**config.mk**
```make
export PLATFORM = sky130hd
export DESIGN_NAME = block_accumulator
export DESIGN_NICKNAME = d
export VERILOG_FILES = /design/src/rtl/block_acc_pkg.sv /design/src/rtl/block_acc_dp.sv /design/src/rtl/block_accumulator.sv
export SDC_FILE = /design/constraint.sdc
export NUM_CORES = 1
export LEC_CHECK = 0
export BUFFER_PORTS_ARGS = -buffer_cell sky130_fd_sc_hd__buf_2
export CAP_MARGIN = 20
export CORE_MARGIN = 5
export CORE_UTILIZATION = 45
export DETAILED_ROUTE_END_ITERATION = 16
export HOLD_SLACK_MARGIN = 0.1
export PLACE_DENSITY = 0.69
export SYNTH_ARGS = -nofsm -noshare
export SYNTH_HDL_FRONTEND = slang
export SYNTH_SLANG_ARGS = --single-unit
```
**constraint.sdc**
```tcl
create_clock -name clk -period 2.7 [get_ports clk]
set_input_delay 0.27 -clock clk [delete_from_list [all_inputs] [get_ports clk]]
set_output_delay 0.27 -clock clk [all_outputs]
set_load 0.05 [all_outputs]
```
**src/rtl/block_acc_pkg.sv**
```systemverilog
// Shared types and default sizes for the block accumulator slice.
package block_acc_pkg;

   localparam int BLOCK_LEN_DEF = 64;
   localparam int DATA_W_DEF    = 16;
   localparam int ACC_W_DEF     = 32;
   localparam int TIMEOUT_DEF   = 8;
   localparam int CNT_W         = 7;

   typedef enum logic [1:0] {
      IDLE,
      REQ,
      COLLECT,
      DONE
   } acc_state_t;

endpackage

```
**src/rtl/block_acc_dp.sv**
```systemverilog
// Datapath for the block accumulator: running sum, beat count and
// (when BLOCK_ACC_MAX_EN is defined) running maximum of accepted beats.
module block_acc_dp
   import block_acc_pkg::*;
#(
   parameter int DATA_W = DATA_W_DEF,
   parameter int ACC_W  = ACC_W_DEF
) (
   input  logic              clk,
   input  logic              rst,
   input  logic              clear,
   input  logic              accept,
   input  logic [DATA_W-1:0] beat_data,
   output logic [ACC_W-1:0]  sum_q,
   output logic [DATA_W-1:0] max_q,
   output logic [CNT_W-1:0]  count_q
);

   // Sum and count grow by one beat per accept; clear has priority so an idle
   // accumulator always starts the next block from zero.
   always_ff @(posedge clk or negedge rst) begin
      if (!rst) begin
         sum_q   <= '0;
         count_q <= '0;
      end else if (clear) begin
         sum_q   <= '0;
         count_q <= '0;
      end else if (accept) begin
         sum_q   <= sum_q + ACC_W'(beat_data);
         count_q <= count_q + CNT_W'(1);
      end
   end

`ifdef BLOCK_ACC_MAX_EN
   // Track the largest accepted beat of the current block (unsigned compare).
   always_ff @(posedge clk or negedge rst) begin
      if (!rst) begin
         max_q <= '0;
      end else if (clear) begin
         max_q <= '0;
      end else if (accept && (beat_data > max_q)) begin
         max_q <= beat_data;
      end
   end
`else
   assign max_q = '0;
`endif

endmodule

```
**src/rtl/block_accumulator.sv**
```systemverilog
// Block accumulator: drains one block of beats from the upstream multiplier,
// reports sum/max/count, and flags blocks cut short by an idle timeout.
// Optional feature macro: BLOCK_ACC_MAX_EN builds the max-tracking register.
module block_accumulator
   import block_acc_pkg::*;
#(
   parameter int BLOCK_LEN = BLOCK_LEN_DEF,
   parameter int DATA_W    = DATA_W_DEF,
   parameter int ACC_W     = ACC_W_DEF,
   parameter int TIMEOUT   = TIMEOUT_DEF
) (
   input  logic              clk,
   input  logic              rst,
   input  logic              start,
   output logic              RDY_acc,
   output logic              EN_blockRead,
   input  logic              VALID_memVal,
   input  logic [DATA_W-1:0] memVal_data,
   output logic [ACC_W-1:0]  sum_out,
   output logic [DATA_W-1:0] max_out,
   output logic [CNT_W-1:0]  count_out,
   output logic              VALID_sum,
   input  logic              ACK_sum,
   output logic              err_short
);

   localparam int              TO_W     = $clog2(TIMEOUT + 1);
   localparam logic [CNT_W-1:0] LAST_CNT = CNT_W'(BLOCK_LEN - 1);
   localparam logic [TO_W-1:0]  TO_LAST  = TO_W'(TIMEOUT - 1);

   acc_state_t      state;
   acc_state_t      next_state;
   logic            clear;
   logic            accept;
   logic            last_beat;
   logic            to_clr;
   logic            to_inc;
   logic            timed_out;
   logic [TO_W-1:0] to_cnt;

   // The beat being accepted now is the final one when the count already
   // holds BLOCK_LEN-1 beats.
   assign last_beat = (count_out == LAST_CNT);

   // State register; reset drops any block in flight back to IDLE.
   always_ff @(posedge clk or negedge rst) begin
      if (!rst) begin
         state <= IDLE;
      end else begin
         state <= next_state;
      end
   end

   // Next-state decode plus the handshake strobes and datapath controls.
   always_comb begin
      next_state   = state;
      RDY_acc      = 1'b0;
      EN_blockRead = 1'b0;
      clear        = 1'b0;
      accept       = 1'b0;
      to_clr       = 1'b0;
      to_inc       = 1'b0;
      timed_out    = 1'b0;
      unique case (state)
         IDLE: begin
            RDY_acc = 1'b1;
            clear   = 1'b1;
            if (start) begin
               next_state = REQ;
            end
         end
         REQ: begin
            EN_blockRead = 1'b1;
            if (VALID_memVal) begin
               accept     = 1'b1;
               next_state = last_beat ? DONE : COLLECT;
            end
         end
         COLLECT: begin
            if (VALID_memVal) begin
               accept = 1'b1;
               to_clr = 1'b1;
               if (last_beat) begin
                  next_state = DONE;
               end
            end else begin
               to_inc = 1'b1;
               if (to_cnt == TO_LAST) begin
                  timed_out  = 1'b1;
                  next_state = DONE;
               end
            end
         end
         DONE: begin
            if (ACK_sum) begin
               next_state = IDLE;
            end
         end
         default: begin
            next_state = IDLE;
         end
      endcase
   end

   // Idle-cycle counter for the mid-block timeout; any accepted beat restarts it.
   always_ff @(posedge clk or negedge rst) begin
      if (!rst) begin
         to_cnt <= '0;
      end else if (clear || to_clr) begin
         to_cnt <= '0;
      end else if (to_inc) begin
         to_cnt <= to_cnt + TO_W'(1);
      end
   end

   // Result flags are set on entry to DONE and cleared when the consumer acks.
   always_ff @(posedge clk or negedge rst) begin
      if (!rst) begin
         VALID_sum <= 1'b0;
         err_short <= 1'b0;
      end else if ((state != DONE) && (next_state == DONE)) begin
         VALID_sum <= 1'b1;
         err_short <= timed_out;
      end else if ((state == DONE) && (next_state == IDLE)) begin
         VALID_sum <= 1'b0;
         err_short <= 1'b0;
      end
   end

   block_acc_dp #(
      .DATA_W (DATA_W),
      .ACC_W  (ACC_W)
   ) u_dp (
      .clk       (clk),
      .rst       (rst),
      .clear     (clear),
      .accept    (accept),
      .beat_data (memVal_data),
      .sum_q     (sum_out),
      .max_q     (max_out),
      .count_q   (count_out)
   );

endmodule

```
[Yosys cells after proc, flatten, opt, wreduce, memory -nomap -nowiden]
Index checks and enable logic that the tools add are counted.
Operators by class
  add/sub/neg operators: 3
  eq/ne operators: 7
  muxes and demuxes: 27
  reduce and logical (&&, ||, !) cells: 9
Operators by type and width (count)
  two-way mux 32 bit: 2
  adder 32 x 16 -> 32 bit: 1
  two-way mux 1 bit: 14
  two-way mux 7 bit: 2
  two-way mux 2 bit: 6
  two-way mux 4 bit: 2
  case mux 2 bit (4 select lines): 1
  adder 7 x 1 -> 7 bit, second input constant: 1
  == test 7 x 6 -> 1 bit, second input constant: 1
  == test 2 bit, second input constant: 3
  nonzero test 2 bit: 3
  adder 4 x 1 -> 4 bit, second input constant: 1
  == test 4 x 3 -> 1 bit, second input constant: 1
  zero test 2 bit: 2
  == test 2 x 1 -> 1 bit, second input constant: 1
  logical AND 1 bit: 2
  != test 2 bit, second input constant: 1
  OR reduction 2 bit: 1
  logical OR 1 bit: 1
Word-level totals
  flip-flop bits (word level): 47
  input port bits: 21
  output and inout port bits: 59
  word-level logic and storage cells: 52

[Depth between registers and ports, before layout]
  word-level depth: 8
  gate-level depth with buffers: 10
  gate-level depth less buffers: 10

[Modules after synthesis]
A second synthesis with hierarchy kept.
Second synthesis, totals
  cells, all modules: 360
  area total of the unflattened synthesis: 3289.4 µm²
Modules (own cells, without submodules)
  block_acc_dp: instances 1, cells an instance 295, area an instance 2678.8 µm², sequential area each 975.9 µm²
  block_accumulator: instances 1, cells an instance 65, area an instance 610.6 µm², sequential area each 200.2 µm²

[Worst setup path after synthesis]
Ideal clock, no wire load.
  path kind: register -> register
  start point: register u_dp.sum_q[0]
  end point: register u_dp.sum_q[28]
  setup time: 78 ps
  data arrival time: 2665 ps
  data required time: 2622 ps
  setup slack: -43 ps
  cell stages (with the launch flop): 11
  buffers on the path: 0
  period minus slack after synthesis: 2743 ps
  cells stage by stage: dfrtp_1 > ha_1 > inv_1 > fa_1 > and2b_1 > o211ai_1 > a211oi_2 > o21ai_2 > and2_4 > or3_1 > a21oi_1
Between the ends
  longest elaborated chain between the ends: 3
RTL lines
  from (decl): RTL line block_acc_dp.sv:14  | output logic [ACC_W-1:0] sum_q,
  from (signal assigned): RTL line block_acc_dp.sv:29  | sum_q <= sum_q + ACC_W'(beat_data);
  adder 32 x 16 -> 32 bit: RTL line block_acc_dp.sv:29
  two-way mux 32 bit: RTL line block_acc_dp.sv:28  | end else if (accept) begin
  two-way mux 32 bit: RTL line block_acc_dp.sv:25  | end else if (clear) begin
Every way passes these cells. The select of a mux whose other input is x is not followed.
A chain may end at the register's enable or synchronous reset.

[Worst setup path in the final report]
  start point: register u_dp.sum_q[0]
  end point: register u_dp.sum_q[30]
Same word-level chain as after synthesis.

==> impl_results.md <==
- Status: complete, no violations
- Most common cell in the netlist: dfrtp_1
- Synth top area share: 36.75%
- Worst setup path start: u_dp.sum_q[0]
- Final setup vio count: 0
- Starting DRT DRC Count: ~150
- Slew Viols, Final: 0
- Syn_area_per_cell: 8.604 um^2
- IO Pins: 80
- # H-tree levels: 2
- PortBufs: 63
- Hold Fails Final Rpt: 0
- RSZ-0062 raised after global routing: false
- Root buf cell: clkbuf_8
- Pre-antenna DRT Iters: 4
- Synth area leader: dfrtp_1
- Crit path max-delay family: compound AO/OA/AOI/OAI gates
- Critical Path RT: ~3 ns
- Via count: 2850
- Synth Instances: approximately 370
- Reg clk slew, reported paths: around 0.090 ns
- Post-Route WL: 7625 um
- Worst-Skew Late Latency: around 0.3 ns
- Fraction of registers with async set/reset: 100.0%
- DIE AREA: between 0.008 and 0.009 mm^2
- Worst-case clock buffer depth: 2
- Buf/Inv on CP: 1
- Nets@finish: about 480
- Core area: approximately 0.007 mm^2
- Seq/Total Area, Yosys: a little under two fifths
- Critical Path AT: 2.83 ns
- Critical path endpoint: u_dp.sum_q[30]
- Synth Cell Area: about 0.0032 mm^2
- Post-synth EDFFs: 0
- Reg2reg start: u_dp.sum_q[0]
- Final core utilization: between 50% and 60%
- WP depth: 10
- Top cells by count, synth: dfrtp_1 (47), nand2_1 (46), nor2_1 (39), a21oi_1 (33), ha_1 (22)
- Area delta synth->final: 14.97%
- Highest clock rate: just under 0.4 GHz
- Final Cycle Share: between 90% and 100%
- Worst Skew: 0.007239 ns
- Ranking of synthesized cells by area: dfrtp_1 (37%), ha_1 (8.6%), nand2_1 (5.4%), a21oi_1 (5.2%), nor2_1 (4.6%)
- Area occupied by multi-input gates: between 0.0015 and 0.002 mm^2
- Post-synthesis register bit count: between 40 and 50
- Worst-Margin Slew: 0.6868 ns
- Initial antenna violation count: 0
- Worst path max stage delay: 0.38 ns
- Vias in the first global route: about 2700
- Setup TNS: 0 ns
- Gates resized, CTS repair: 0
- Die height: about 94 um
- Global Route Usage Sum: 17.66%
- Post-route ant nets: 0
- FF+latch area: approximately 0.0012 mm^2
- Fillers: 658
- Die X: between 90 and 100 um
- Num CTS Buffers: 5
- Antenna cells: 0
- R2r setup slk: roughly 0.10 ns
- Critical-path cell list: ha_1, inv_1, fa_1, and2b_1, o211ai_1, a211oi_2, o21ai_2, and2_4, or3_1, a21oi_1
- Vias per cell: 5.367
- Worst reg2reg path endpoint: u_dp.sum_q[30]
- Crit start category: flip-flop
- CP max stage cell: dfrtp_2
- Post-synth cell types: 56
- Hold WS: roughly 0.32 ns
- Crit path time final: 2.596 ns
- Reg2Reg Depth: 10
- Power Density: between 900 and 1000 mW/mm^2
- HP Class: in2reg
- Crit end category: flip-flop
- Maxcap violations: 0
- Critical path class: reg2reg
- Synth Flop Type: dfrtp_1
- Row Count: 30
- Total gr overflow: 0
- Clock sinks: 47
- Initial Util: between 40 and 50%
- Share of cells above drive strength 1: 20.92%
- Largest net degree at the start of global routing: about 40
- Max IR drop VDD: roughly 0.47 mV
- Drt wl/cell: between 10 and 15 um
- Slew Limit Headroom: around 54%
- DRC viols: 0
- LEAKAGE: 1.786 nW
- GPL Wtd Cong: around 0.83
- First-pass GRT wire length: ~13000 um
- CTS tree: done
- Post-detailed-placement half-perimeter wirelength: 5735 um
- Critical Path Fanout Max: 6
- Yosys Warn Count: 0
-- cells in the final DEF (no fill, tap or decap), drive strengths merged, types with 5 or more instances in the layout --
| cell | n |
|---|---|
| nand3 | 10 |
| or3 | 6 |
| ha | 22 |
| and3 | 8 |
| nor2 | 39 |
| buf | 68 |
| dfrtp | 47 |
| conb | 16 |
| xor2 | 9 |
| o21ai | 17 |
| nor3 | 12 |
| nand2 | 46 |
| xnor2 | 13 |
| a211oi | 6 |
| clkbuf | 5 |
| a21oi | 34 |
| inv | 21 |
-- how the worst min path moves through the flow --
| stage | from | to | slack, ns | cells past startpoint |
|---|---|---|---|---|
| floorplan | rst | VALID_sum | -0.03 | 0 |
| global placement | rst | u_dp.sum_q[23] | 0.21 | 1 |
| detailed placement | rst | u_dp.sum_q[23] | 0.21 | 1 |
| CTS | start | state[1] | 0.31 | 4 |
| global route | start | state[1] | 0.38 | 4 |
| finish | start | state[1] | 0.32 | 4 |
-- registers in the layout, summed over array words and instances, names as in the netlist --
signal,count
u_dp.sum_q,32
u_dp.count_q,7
to_cnt,4
state,2
VALID_sum,1
err_short,1
-- area by class of cell --
cell class	count	area share, %
clock inverter	2	1.020
timing repair buffer	69	9.861
clock buffer	5	1.870
tap	96	3.264
sequential	47	32.00
inverter	21	2.142
multi-input combinational	291	49.85
-- through the flow --
step	worst slack [ns]	power, mW	std cells	cell area, um^2
after floorplan	0.07474	2.475	387	3258
after CTS	0.1024	3.440	531	3680
after global placement	0.1781	2.868	523	3563
after detailed placement	0.1287	2.914	523	3563
after global routing	0.02000	3.679	531	3680
final	0.1045	3.421	531	3680
-- worst min-delay path, stage by stage --
cell and delay, ns:
buf_2 0.09, o21ai_0 0.07, o31ai_1 0.10, inv_1 0.06
-- timing repair --
action,CTS,global route
endpoints found under the hold margin,14,0
setup buffers,0,0
hold buffers,1,0
setup endpoints to repair,0,3
-- per-layer routing --
metal | track usage [%] | wire length [um] | up-vias | part of all wire [%]
met5 | 0 | 0 | - | 0
met4 | 5.054 | 94 | 0 | 1.2
met3 | 3.187 | 366 | 10 | 4.8
met2 | 29.43 | 3651 | 68 | 48
met1 | 23.48 | 3513 | 1370 | 46
li1 | - | - | 1402 | -
-- kinds of logic after synthesis --
| kind of cell | Yosys count | share of synthesized area (%) |
|---|---|---|
| other | 1 | 0.1172 |
| multiplexers | 3 | 1.055 |
| AND/OR/NAND/NOR | 142 | 20.88 |
| adder cells (fa/ha/maj) | 23 | 9.226 |
| buffers and inverters | 49 | 7.702 |
| XOR/XNOR | 22 | 6.020 |
| flip-flops | 47 | 36.75 |
| AO/OA/AOI/OAI | 85 | 18.26 |
-- report_power, final --
group          total [mW]  leakage (nW)  switching (mW)  internal, mW
sequential          0.956         0.635           0.116         0.839
combinational        1.95          1.10            1.39         0.556
clock               0.517        0.0502           0.246         0.271
No activity file was read; power rests on OpenSTA's default activity.
